[src/rtl/inv_pkg.sv]
// Shared types and constants for the inventory command front-end.
// Latency: n/a (declarations only).
// Backpressure: n/a.
package inv_pkg;

    localparam int DATA_W = 8;

    localparam logic MODE_ADD    = 1'b1;
    localparam logic MODE_REMOVE = 1'b0;

    typedef enum logic [1:0] {
        IDLE    = 2'd0,
        PARTIAL = 2'd1,
        LOADED  = 2'd2,
        ISSUE   = 2'd3
    } fe_state_t;

    // Resting state implied by the two loaded flags (never ISSUE).
    function automatic fe_state_t state_from_flags(input logic code_ld, input logic qty_ld);
        fe_state_t st;
        case ({code_ld, qty_ld})
            2'b00:   st = IDLE;
            2'b11:   st = LOADED;
            default: st = PARTIAL;
        endcase
        return st;
    endfunction

endpackage

[src/rtl/inv_cmd_frontend_if.sv]
// Command handshake bundle between the front-end (master) and the inventory core (slave).
// Latency: n/a (wiring only).
// Backpressure: core holds off a transaction by keeping cmd_ready low; master holds fields stable.
interface inv_cmd_frontend_if #(
    parameter int DATA_W = inv_pkg::DATA_W
);
    logic              cmd_valid;
    logic              cmd_ready;
    logic              cmd_mode;
    logic [DATA_W-1:0] cmd_code;
    logic [DATA_W-1:0] cmd_qty;

    modport master (
        output cmd_valid,
        output cmd_mode,
        output cmd_code,
        output cmd_qty,
        input  cmd_ready
    );

    modport slave (
        input  cmd_valid,
        input  cmd_mode,
        input  cmd_code,
        input  cmd_qty,
        output cmd_ready
    );
endinterface

[src/rtl/button_debouncer.sv]
// Synchronises and debounces one active-low push-button; emits a one-cycle press pulse.
// Latency: raw edge to press pulse is 2 (sync) + DEBOUNCE_CYCLES + 1 (pulse register) cycles.
// Backpressure: none; ports are clk, rst, btn_n (raw, asynchronous) and press (pulse out).
module button_debouncer #(
    parameter int DEBOUNCE_CYCLES = 250000
) (
    input  logic clk,
    input  logic rst,
    input  logic btn_n,
    output logic press
);
    localparam int                CNT_W    = $clog2(DEBOUNCE_CYCLES + 1);
    localparam logic [CNT_W-1:0]  CNT_LAST = CNT_W'(DEBOUNCE_CYCLES - 1);

    logic             sync1;
    logic             sync2;
    logic             level;     // debounced button level, 1 = released
    logic             level_d;
    logic [CNT_W-1:0] cnt;

    always_ff @(posedge clk or posedge rst) begin
        if (rst) begin
            sync1   <= 1'b1;
            sync2   <= 1'b1;
            level   <= 1'b1;
            level_d <= 1'b1;
            cnt     <= '0;
            press   <= 1'b0;
        end else begin
            sync1   <= btn_n;
            sync2   <= sync1;
            level_d <= level;
            // Pulse only on the debounced released->pressed transition.
            press   <= level_d & ~level;

            // cnt counts consecutive cycles of disagreement; any agreeing
            // cycle restarts it. The level flips on the DEBOUNCE_CYCLES-th
            // disagreeing cycle, so cnt never climbs past CNT_LAST.
            if (sync2 == level) begin
                cnt <= '0;
            end else if (cnt == CNT_LAST) begin
                level <= sync2;
                cnt   <= '0;
            end else begin
                cnt <= cnt + 1'b1;
            end
        end
    end

endmodule

[src/rtl/inv_cmd_frontend.sv]
// Operator front-end: debounces save/submit buttons, assembles code/qty/mode, offers it to the core.
// Latency: press pulse to register/flag update 1 cycle; submit pulse to cmd_valid 1 cycle.
// Backpressure: while cmd_valid is high all fields hold until cmd_ready; presses are ignored meanwhile.
// Ports: clk/rst; btn_save_n, btn_submit_n, sw_mode, sw_cq, sw_in raw operator inputs;
//        cmd (master modport: valid/ready/mode/code/qty); code_loaded, qty_loaded, err_pulse status.
module inv_cmd_frontend #(
    parameter int DEBOUNCE_CYCLES = 250000,
    parameter int DATA_W          = inv_pkg::DATA_W
) (
    input  logic                  clk,
    input  logic                  rst,
    input  logic                  btn_save_n,
    input  logic                  btn_submit_n,
    input  logic                  sw_mode,
    input  logic                  sw_cq,
    input  logic [DATA_W-1:0]     sw_in,
    inv_cmd_frontend_if.master    cmd,
    output logic                  code_loaded,
    output logic                  qty_loaded,
    output logic                  err_pulse
);
    import inv_pkg::*;

    logic save_press;
    logic submit_press;

    button_debouncer #(.DEBOUNCE_CYCLES(DEBOUNCE_CYCLES)) u_save (
        .clk   (clk),
        .rst   (rst),
        .btn_n (btn_save_n),
        .press (save_press)
    );

    button_debouncer #(.DEBOUNCE_CYCLES(DEBOUNCE_CYCLES)) u_submit (
        .clk   (clk),
        .rst   (rst),
        .btn_n (btn_submit_n),
        .press (submit_press)
    );

    // Switch synchronisers. Switches are operator-static, so a plain 2-FF
    // per bit is enough; a bus that is moving while a press lands is the
    // operator's problem, not a metastability one.
    logic              sw_mode_s1, sw_mode_s;
    logic              sw_cq_s1,   sw_cq_s;
    logic [DATA_W-1:0] sw_in_s1,   sw_in_s;

    always_ff @(posedge clk or posedge rst) begin
        if (rst) begin
            sw_mode_s1 <= 1'b0;
            sw_mode_s  <= 1'b0;
            sw_cq_s1   <= 1'b0;
            sw_cq_s    <= 1'b0;
            sw_in_s1   <= '0;
            sw_in_s    <= '0;
        end else begin
            sw_mode_s1 <= sw_mode;
            sw_mode_s  <= sw_mode_s1;
            sw_cq_s1   <= sw_cq;
            sw_cq_s    <= sw_cq_s1;
            sw_in_s1   <= sw_in;
            sw_in_s    <= sw_in_s1;
        end
    end

    fe_state_t         state, state_nxt;
    logic [DATA_W-1:0] code_q, code_nxt;
    logic [DATA_W-1:0] qty_q,  qty_nxt;
    logic              mode_q, mode_nxt;
    logic              code_ld_q, code_ld_nxt;
    logic              qty_ld_q,  qty_ld_nxt;
    logic              err_nxt;

    always_ff @(posedge clk or posedge rst) begin
        if (rst) begin
            state     <= IDLE;
            code_q    <= '0;
            qty_q     <= '0;
            mode_q    <= 1'b0;
            code_ld_q <= 1'b0;
            qty_ld_q  <= 1'b0;
            err_pulse <= 1'b0;
        end else begin
            state     <= state_nxt;
            code_q    <= code_nxt;
            qty_q     <= qty_nxt;
            mode_q    <= mode_nxt;
            code_ld_q <= code_ld_nxt;
            qty_ld_q  <= qty_ld_nxt;
            err_pulse <= err_nxt;
        end
    end

    always_comb begin
        state_nxt   = state;
        code_nxt    = code_q;
        qty_nxt     = qty_q;
        mode_nxt    = mode_q;
        code_ld_nxt = code_ld_q;
        qty_ld_nxt  = qty_ld_q;
        err_nxt     = 1'b0;

        case (state)
            ISSUE: begin
                // Presses are ignored here. Code/qty keep their values after
                // the handshake; only the flags say whether they are fresh.
                if (cmd.cmd_ready) begin
                    code_ld_nxt = 1'b0;
                    qty_ld_nxt  = 1'b0;
                    state_nxt   = IDLE;
                end
            end
            default: begin
                // Save wins over a coincident submit; the submit is dropped
                // without an error so the operator simply presses it again.
                if (save_press) begin
                    if (sw_cq_s) begin
                        code_nxt    = sw_in_s;
                        code_ld_nxt = 1'b1;
                    end else begin
                        qty_nxt     = sw_in_s;
                        qty_ld_nxt  = 1'b1;
                    end
                    state_nxt = state_from_flags(code_ld_nxt, qty_ld_nxt);
                end else if (submit_press) begin
                    if (state == LOADED) begin
                        mode_nxt  = sw_mode_s;
                        state_nxt = ISSUE;
                    end else begin
                        err_nxt = 1'b1;
                    end
                end
            end
        endcase
    end

    // Decoded straight from the state register so rst drops it immediately.
    assign cmd.cmd_valid = (state == ISSUE);
    assign cmd.cmd_mode  = mode_q;
    assign cmd.cmd_code  = code_q;
    assign cmd.cmd_qty   = qty_q;
    assign code_loaded   = code_ld_q;
    assign qty_loaded    = qty_ld_q;

endmodule

[src/flat_wrapper.sv]
// flat-port wrapper written by rule: the top's interface ports become plain ports
module inv_cmd_frontend_flat import inv_pkg::*;
#(
    parameter int DEBOUNCE_CYCLES = 250000,
    parameter int DATA_W          = inv_pkg::DATA_W
)
  (clk, rst, btn_save_n, btn_submit_n, sw_mode, sw_cq, sw_in, code_loaded, qty_loaded, err_pulse, cmd_cmd_valid, cmd_cmd_mode, cmd_cmd_code, cmd_cmd_qty, cmd_cmd_ready);
  inv_cmd_frontend_if #(.DATA_W(DATA_W)) cmd_i ();
  input  logic clk;
  input  logic rst;
  input  logic btn_save_n;
  input  logic btn_submit_n;
  input  logic sw_mode;
  input  logic sw_cq;
  input  logic [DATA_W-1:0] sw_in;
  output logic code_loaded;
  output logic qty_loaded;
  output logic err_pulse;
  output wire logic [$bits(cmd_i.cmd_valid)-1:0] cmd_cmd_valid;
  output wire logic [$bits(cmd_i.cmd_mode)-1:0] cmd_cmd_mode;
  output wire logic [$bits(cmd_i.cmd_code)-1:0] cmd_cmd_code;
  output wire logic [$bits(cmd_i.cmd_qty)-1:0] cmd_cmd_qty;
  input wire logic [$bits(cmd_i.cmd_ready)-1:0] cmd_cmd_ready;
  assign cmd_cmd_valid = cmd_i.cmd_valid;
  assign cmd_cmd_mode = cmd_i.cmd_mode;
  assign cmd_cmd_code = cmd_i.cmd_code;
  assign cmd_cmd_qty = cmd_i.cmd_qty;
  assign cmd_i.cmd_ready = cmd_cmd_ready;
  inv_cmd_frontend #(.DEBOUNCE_CYCLES(DEBOUNCE_CYCLES), .DATA_W(DATA_W)) u_core (.clk(clk), .rst(rst), .btn_save_n(btn_save_n), .btn_submit_n(btn_submit_n), .sw_mode(sw_mode), .sw_cq(sw_cq), .sw_in(sw_in), .cmd(cmd_i), .code_loaded(code_loaded), .qty_loaded(qty_loaded), .err_pulse(err_pulse));
endmodule
[config.mk]
export PLATFORM = sky130hd
export DESIGN_NAME = inv_cmd_frontend_flat
export DESIGN_NICKNAME = d
export VERILOG_FILES = /design/src/rtl/inv_pkg.sv /design/src/rtl/inv_cmd_frontend_if.sv /design/src/rtl/button_debouncer.sv /design/src/rtl/inv_cmd_frontend.sv /design/src/flat_wrapper.sv
export SDC_FILE = /design/constraint.sdc
export NUM_CORES = 1
export LEC_CHECK = 0
export CAP_MARGIN = 20
export CORE_MARGIN = 1.5
export CORE_UTILIZATION = 45
export DETAILED_ROUTE_END_ITERATION = 12
export PLACE_DENSITY = 0.77
export SYNTH_ARGS = -nofsm -noshare
export SYNTH_HDL_FRONTEND = slang
export SYNTH_SLANG_ARGS = --single-unit
[constraint.sdc]
create_clock -name clk -period 5.2 [get_ports clk]
set_input_delay 1.04 -clock clk [delete_from_list [all_inputs] [get_ports clk]]
set_output_delay 1.04 -clock clk [all_outputs]
set_load 0.05 [all_outputs]
Word-level counts from Yosys, hierarchy flattened
Cells that the tools add are included.

cells by class
  shift operators = 0
  order comparisons = 0
  add/subtract/negate cells = 2
  equal/unequal tests = 8
  bitwise gates (word level) = 9
  muxes and demuxes = 25
  multipliers = 0
  reductions and logical operators = 11
  divide/modulo/power cells = 0

operators by type and width
  kind                   count
  $mux 18                4
  $add 18x1->18 const B  2
  $eq 18x18->1 const B   2
  $mux 1                 15
  $mux 2                 5
  $reduce_and 3->1       3
  $not 1->1              7
  $eq 2x2->1 const B     3
  $reduce_and 2->1       3
  $reduce_bool 3->1      2
  $pmux 2 s2             1
  $reduce_and 4->1       1
  $and 1x1->1            2
  $eq 1x1->1             2
  $logic_not 2->1        1
  $ne 2x1->1 const B     1
  $reduce_bool 2->1      1

word-level totals
  latch bits = 0
  ROM bits = 0
  memory bits (writable) = 0
  word-level logic and storage cells = 80
  memories kept = 0
  input bits = 15
  output and inout port bits = 21
  flip-flop bits (word level) = 88

Depth between registers and ports, before layout
Gate-level depths: netlist (run 1).

  word-level depth = 7
  depth in mapped cells = 5

Modules after synthesis
Synthesis (run 1) repeated with hierarchy kept, for this count alone.

second synthesis, totals
  cells, all modules = 293
  area total of the unflattened synthesis = 3652.3 um^2

by module, submodules not included
  module            area an instance (um^2)  times used  cells an instance
  button_debouncer  1117.3                   2           107
  inv_cmd_frontend  1417.6                   1           79

Worst setup path after synthesis (run 1)
Ideal clock, no wire load.

  path kind = reg2reg
  from = register u_core.u_submit.cnt[13]
  to = register u_core.u_submit.cnt[12]
  slack = 3204 ps
  data arrival time = 1878 ps
  buffers on the path = 1
  cell stages (with the launch flop) = 6
  cell sequence = dfrtp_1 > or4b_1 > or4_4 > o21ai_4 > buf_6 > nor2_1

between the ends
  word-level cells in the longest chain between the ends = 3

ends and longest elaborated chain
  element                 RTL line                text
  from (decl)             button_debouncer.sv:19  logic [CNT_W-1:0] cnt;
  from (signal assigned)  button_debouncer.sv:45  cnt <= cnt + 1'b1;
  $eq 18x18->1            button_debouncer.sv:41  end else if (cnt == CNT_LAST) begin
  $mux 18                 button_debouncer.sv:41
  $mux 18                 button_debouncer.sv:39  if (sync2 == level) begin

Every way passes these cells.
A chain may end at the register's enable or synchronous reset.

Final worst setup path (run 1)
  from = register u_core.state[1]
  to = output port cmd_cmd_valid

between the ends
  word-level cells in the longest chain between the ends = 1

ends and longest elaborated chain
  element                 RTL line                 text
  from (decl)             inv_cmd_frontend.sv:66   fe_state_t state, state_nxt;
  from (signal assigned)  inv_cmd_frontend.sv:84   state <= state_nxt;
  $eq 2x2->1              inv_cmd_frontend.sv:138  assign cmd.cmd_valid = (state == ISSUE);
  to (decl)               flat_wrapper.sv:19       output wire logic [$bits(cmd_i.cmd_valid)-1:0] cmd_cmd_valid;

Every way passes these cells.

==> impl_results.md, run 1 <==
- Initial Utilization: 0.4713
- Via density: 5.225
- RSZ-0062 raised after global routing: no
- Pre-CTS setup slack: 2632 ps
- Max Cap Violations: 0
- Placer congestion estimate: 0.8368
- Detail Route Antenna Nets: 0
- Non-filler instance count after layout: 426
- # setup viols final: 0
- Final core utilization: 0.5666
- Seq/Total Area, Yosys: 0.6369
- Layout cell share with drive strength beyond 1: 0.1468
- Worst setup path class: reg2out
- Global-route wire length before repair: 9.977 mm
- CORE AREA: 7370 um2
- Avg Cell Area, Syn: 12.45 um2
- Vias in the first global route: 2077
- WL final: 5.800 mm
- TritonCTS buffer count: 9
- Area Growth Syn to Fin: 20.21%
- Syn Nets: 296
- Final WS setup: 2355 ps
- Synth Flop Type: dfrtp_1
- Drt pass-1 iters: 4
- Critical Path AT: 1810 ps
- Logic pwr share: 0.064
- Yosys reg bits: 88
- Top cells by area, synth: dfrtp_1, mux2_2, dfstp_2, nor2_1, xnor2_1
- Clock Latency Late Sink: 360 ps
- CTS clk-pin slew, worst paths: 90 ps
- Post-synth EDFFs: 0
- Reg2Reg Setup Slack: 3000 ps
- Die outline width: 90.86 um
- IO Port Bufs: 35
- Final hold viol count: 0
- Final net count: 339
- Power Density: 322.2 nW/um2
- Clock share of power: 0.398
- Antenna Cells: 0
- Vias post-DR: 2226
- Cell internal pwr: 1.019 mW
- Setup bufs post-CTS: 0
- Post-synth top area cell: dfrtp_1
- Outcome: complete, no violations
- Hpwl dp: 3.937 mm
- Top cell type's share of synthesized area: 0.5764
- CP Capture Type: output port
- Maximum vdd drop: 0.2389 mV
- TritonCTS Sinks: 88
- # rows: 31
- Most common cell after layout, fill and taps aside: dfrtp_1
- Largest net degree at the start of global routing: 48
- Crit share post-route: 0.5472
- Clock Tree Buf Depth: 2
- Post-synth cell types: 37
- Fmax: 351.5 MHz
- Syn. warnings: 0
- Placed Cells: 410
- Die height: 90.86 um
- Nature of the critical path startpoint: register
- Cell area after placement: 3944 um2
- NetSw: 0.3261 mW
- H-tree levels: 3
- Worst-path fanout max: 6
- Synth Instances: 279
- Total GRT Usage: 0.1539
- Hold_buf cts: 0
- I/O pins: 36
- Starting DRT DRC Count: 72
- Worst Skew: 8.837 ps
- DRC viols: 0
- Slew margin rel.: 0.3468
- Fillers: 625
- Finished Cell Area: 4175 um2
- Slew Viols, Final: 0
- CTS resizes: 0
- Seq pwr share: 0.539
- Worst EP required: 4160 ps
- Worst Tran Pin Value: 976.5 ps
- Final setup TNS: 0 ps
- Synth async-reset ratio: 1.000
- Cell area after synthesis: 3473 um2
- WL/cell: 13.62 um
- Commonest non-fill, non-tap cells in the layout: dfrtp_1, nor2_1, clkdlybuf4s50_1, mux2_2, xnor2_1
- Switch share: 0.2424
- Leakage: 1.793 nW
- Final min period: 2845 ps
- Type of the tightest min-delay check: reg2reg
- CTS tree: built
- Total grt overflow: 0
- Antenna violations before repair: 0
- Clock Root Buffer: clkbuf_8
- Die area: 8255 um2
routing by layer:
metal | up-vias | track usage | routed length, um
li1 | 1062 | - | -
met1 | 1094 | 0.2132 | 2720
met4 | 0 | 0.06901 | 116
met3 | 12 | 0.04377 | 293
met2 | 58 | 0.2249 | 2670
met5 | - | 0 | 0
critical path, stage by stage (launching register included):
cell             delay [ps]
dfrtp_1                 430
nand2_1                 150
inv_1                    80
clkdlybuf4s50_1         790
metrics by stage:
step                hold slack [ps]  power (mW)
CTS                           350.4       1.365
finish                        344.9       1.345
floorplan                     331.2      0.7895
global placement              331.8      0.8201
global route                  360.1       1.400
detailed placement            334.7      0.8245
kinds of logic after synthesis:
group	count (synthesis)	share of synthesized area
xor gates and xnor gates	30	0.07565
adders and majority gates	2	0.007203
DFF	88	0.6369
AOI/OAI and AO/OA	15	0.03170
buffers and inverters	11	0.01441
and+or+nand+nor	114	0.1726
muxes	19	0.06160
synth_stat cells, types with 3 or more instances:
library cell and number:
xor2_1 14, nor4_1 7, xnor2_1 16, dfstp_2 8, o21ai_0 3, nand4_1 11
or4_1 3, mux2_2 19, inv_1 7, nand3_1 15, dfrtp_1 80, a21oi_1 5
nor2b_1 3, nand2_1 13, nor2_1 38, and4_1 6, nor3_1 5
final timing paths:
kind | from | to | depth (start not counted)
max | u_core.state[1] | cmd_cmd_valid | 3
min | u_core.sw_in_s1[0] | u_core.sw_in_s[0] | 0
max reg2reg | u_core.u_submit.cnt[13] | u_core.u_submit.cnt[9] | 4
min reg2reg | u_core.sw_in_s1[0] | u_core.sw_in_s[0] | 0
max in group asynchronous | rst | u_core.cmd.cmd_qty[3] | 3
min in group asynchronous | rst | u_core.u_submit.cnt[11] | 2
sequential cells by signal, summed over array words and instances, names as in the netlist, 2 cells and up:
name / cells
u_core.cmd.cmd_qty: 8
u_core.u_submit.cnt: 18
u_core.u_save.cnt: 18
u_core.sw_in_s1: 8
u_core.sw_in_s: 8
u_core.state: 2
u_core.cmd.cmd_code: 8
power by group through the flow:
stage,sequential (mW),clock [mW],combinational [mW]
global placement,0.736,0,0.0842
global route,0.728,0.577,0.0955
CTS,0.725,0.553,0.0872
floorplan,0.748,0,0.0415
finish,0.725,0.535,0.0856
detailed placement,0.738,0,0.0865
cell type report:
type                            count  area (um2)  area share
Sequential cell                    88        2212      0.5298
Multi-Input combinational cell    180        1222      0.2928
Timing Repair Buffer               36       357.8     0.08571
Clock buffer                        9       123.9     0.02967
Tap cell                           99       123.9     0.02967
Clock inverter                      7       107.6     0.02577
Inverter                            7       27.53    0.006593
Power figures use the tool's default switching activity.
==> inputs of run 2 (changes only) <==
==> constraint.sdc (replaced) <==
create_clock -name clk -period 2.7 [get_ports clk]
set_input_delay 0.54 -clock clk [delete_from_list [all_inputs] [get_ports clk]]
set_output_delay 0.54 -clock clk [all_outputs]
set_load 0.05 [all_outputs]
==> run 2 against run 1 <==
  * Critical path depth is the same
  * Setup slack lost 2000 ps
  * Critical path type unchanged
  * Design area grew 0.27%
  * Non-clock buffer count grew 2
  * Highest routed layer unchanged
  * Flip-flop and latch count is the same
  * Utilization grew 0.15 points
  * Global-route usage grew 0.73 points
==> impl_results.md, run 2 (synthesized netlist as in run 1, its figures left out) <==
- Met3 Wirelength: 214 um
- Placer congestion estimate: 0.8008
- Hold_buf cts: 0
- Crit share post-route: 0.8630
- Total power: 2.493 mW
- Layout cell share with drive strength beyond 1: 0.1520
- Die height: 90.86 um
- Clock Root Buffer: clkbuf_8
- Worst Skew: 8.751 ps
- Detail Route Antenna Nets: 0
- Critical Path AT: 1790 ps
- IO Port Bufs: 35
- TritonCTS buffer count: 9
- Finished Cell Area: 4187 um2
- Top Layer Used: met4
- Worst setup path class: reg2out
- Clock Latency Late Sink: 340 ps
- Outcome: complete, no violations
- Largest net degree at the start of global routing: 36
- Routed wl met2: 2.761 mm
- Type of the tightest min-delay check: reg2reg
- Final hold viol count: 0
- CTS resizes: 0
- Total GRT Usage: 0.1613
- Hpwl dp: 4.024 mm
- Initial Utilization: 0.4713
- TritonCTS Sinks: 88
- Leakage: 1.786 nW
- Nature of the critical path startpoint: register
- Max Cap Violations: 0
- Final min period: 2330 ps
- # setup viols final: 0
- Top flop regs: u_core.u_save.cnt: 18 flops, u_core.u_submit.cnt: 18 flops
- Antenna violations before repair: 0
- Total grt overflow: 0
- Area Growth Syn to Fin: 20.53%
- Most common cell after layout, fill and taps aside: dfrtp_1
- Slew Viols, Final: 0
- Final net count: 341
- DRC viols: 0
- CTS tree: built
- Final setup TNS: 0 ps
- Die outline width: 90.86 um
- Power Density: 595.6 nW/um2
- M1 WL: 2.751 mm
- Cell area after placement: 3975 um2
- H-tree levels: 3
- # rows: 31
- Pre-CTS setup slack: 508.2 ps
- Starting DRT DRC Count: 99
- Clock Tree Buf Depth: 2
- CORE AREA: 7370 um2
- Worst Tran Pin Value: 664.1 ps
- I/O pins: 36
- Commonest non-fill, non-tap cells in the layout: dfrtp_1, nor2_1, clkdlybuf4s50_1, mux2_2, xnor2_1
- Worst EP required: 2160 ps
- CP Capture Type: output port
- Fmax: 429.2 MHz
- CTS clk-pin slew, worst paths: 80 ps
- Maximum vdd drop: 0.2750 mV
- Worst-path fanout max: 6
- Vias in the first global route: 2266
- Via density: 5.178
- WL final: 5.845 mm
- Die area: 8255 um2
- Final WS setup: 370.0 ps
- Drt pass-1 iters: 4
- WL/cell: 13.66 um
- RSZ-0062 raised after global routing: no
- Setup bufs post-CTS: 0
- Antenna Cells: 0
- Slew margin rel.: 0.5563
- Global-route wire length before repair: 10.46 mm
- Vias post-DR: 2216
[run 2: metrics by stage]
step | hold slack, ps | std cells | util
2_1_floorplan | 331.2 | 279 | -
3_3_place_gp | 332.4 | 412 | 0.5394
3_5_place_dp | 334.7 | 412 | 0.5394
4_1_cts | 355.0 | 428 | 0.5681
5_1_grt | 360.3 | 428 | 0.5681
6_report | 353.9 | 428 | 0.5681
[run 2: cell type report]
| cell class | instances | area, um2 |
|---|---|---|
| multi-input combinational | 180 | 1211 |
| clock buffer | 10 | 137.6 |
| sequential | 88 | 2212 |
| tap | 99 | 123.9 |
| fill | 624 | 3183 |
| inverter | 7 | 30.03 |
| timing repair buffer | 38 | 397.9 |
| clock inverter | 6 | 73.82 |
[run 2: critical path: stages, from the launching register on]
cell and delay [ps]:
dfrtp_1 430, nand2_1 150, inv_1 70, clkdlybuf4s50_1 800
[run 2: worst paths after layout]
check                                             start                 endpoint  slack (ps)  cells after the start
worst max-delay path                    u_core.state[1]            cmd_cmd_valid         370                      3
worst min-delay path                 u_core.sw_in_s1[0]        u_core.sw_in_s[0]         350                      0
worst max register to register  u_core.u_submit.cnt[13]  u_core.u_submit.cnt[14]         500                      4
worst min register to register       u_core.sw_in_s1[0]        u_core.sw_in_s[0]         350                      0
max in group asynchronous                           rst  u_core.u_submit.level_d        1420                      3
min in group asynchronous                           rst       u_core.sw_in_s1[6]         640                      2
[run 2: layer usage]
layer / global-route usage / vias to the layer above
met3: 0.03535 / 10
li1: - / 1076
met2: 0.2412 / 59
met1: 0.2208 / 1071
met5: 0 / -
met4: 0.08333 / 0
[run 2: where the power goes]
part | switching (mW) | internal [mW]
sequential | 0.0345 | 1.36
clock | 0.460 | 0.464
combinational | 0.106 | 0.0651
total | 0.601 | 1.89
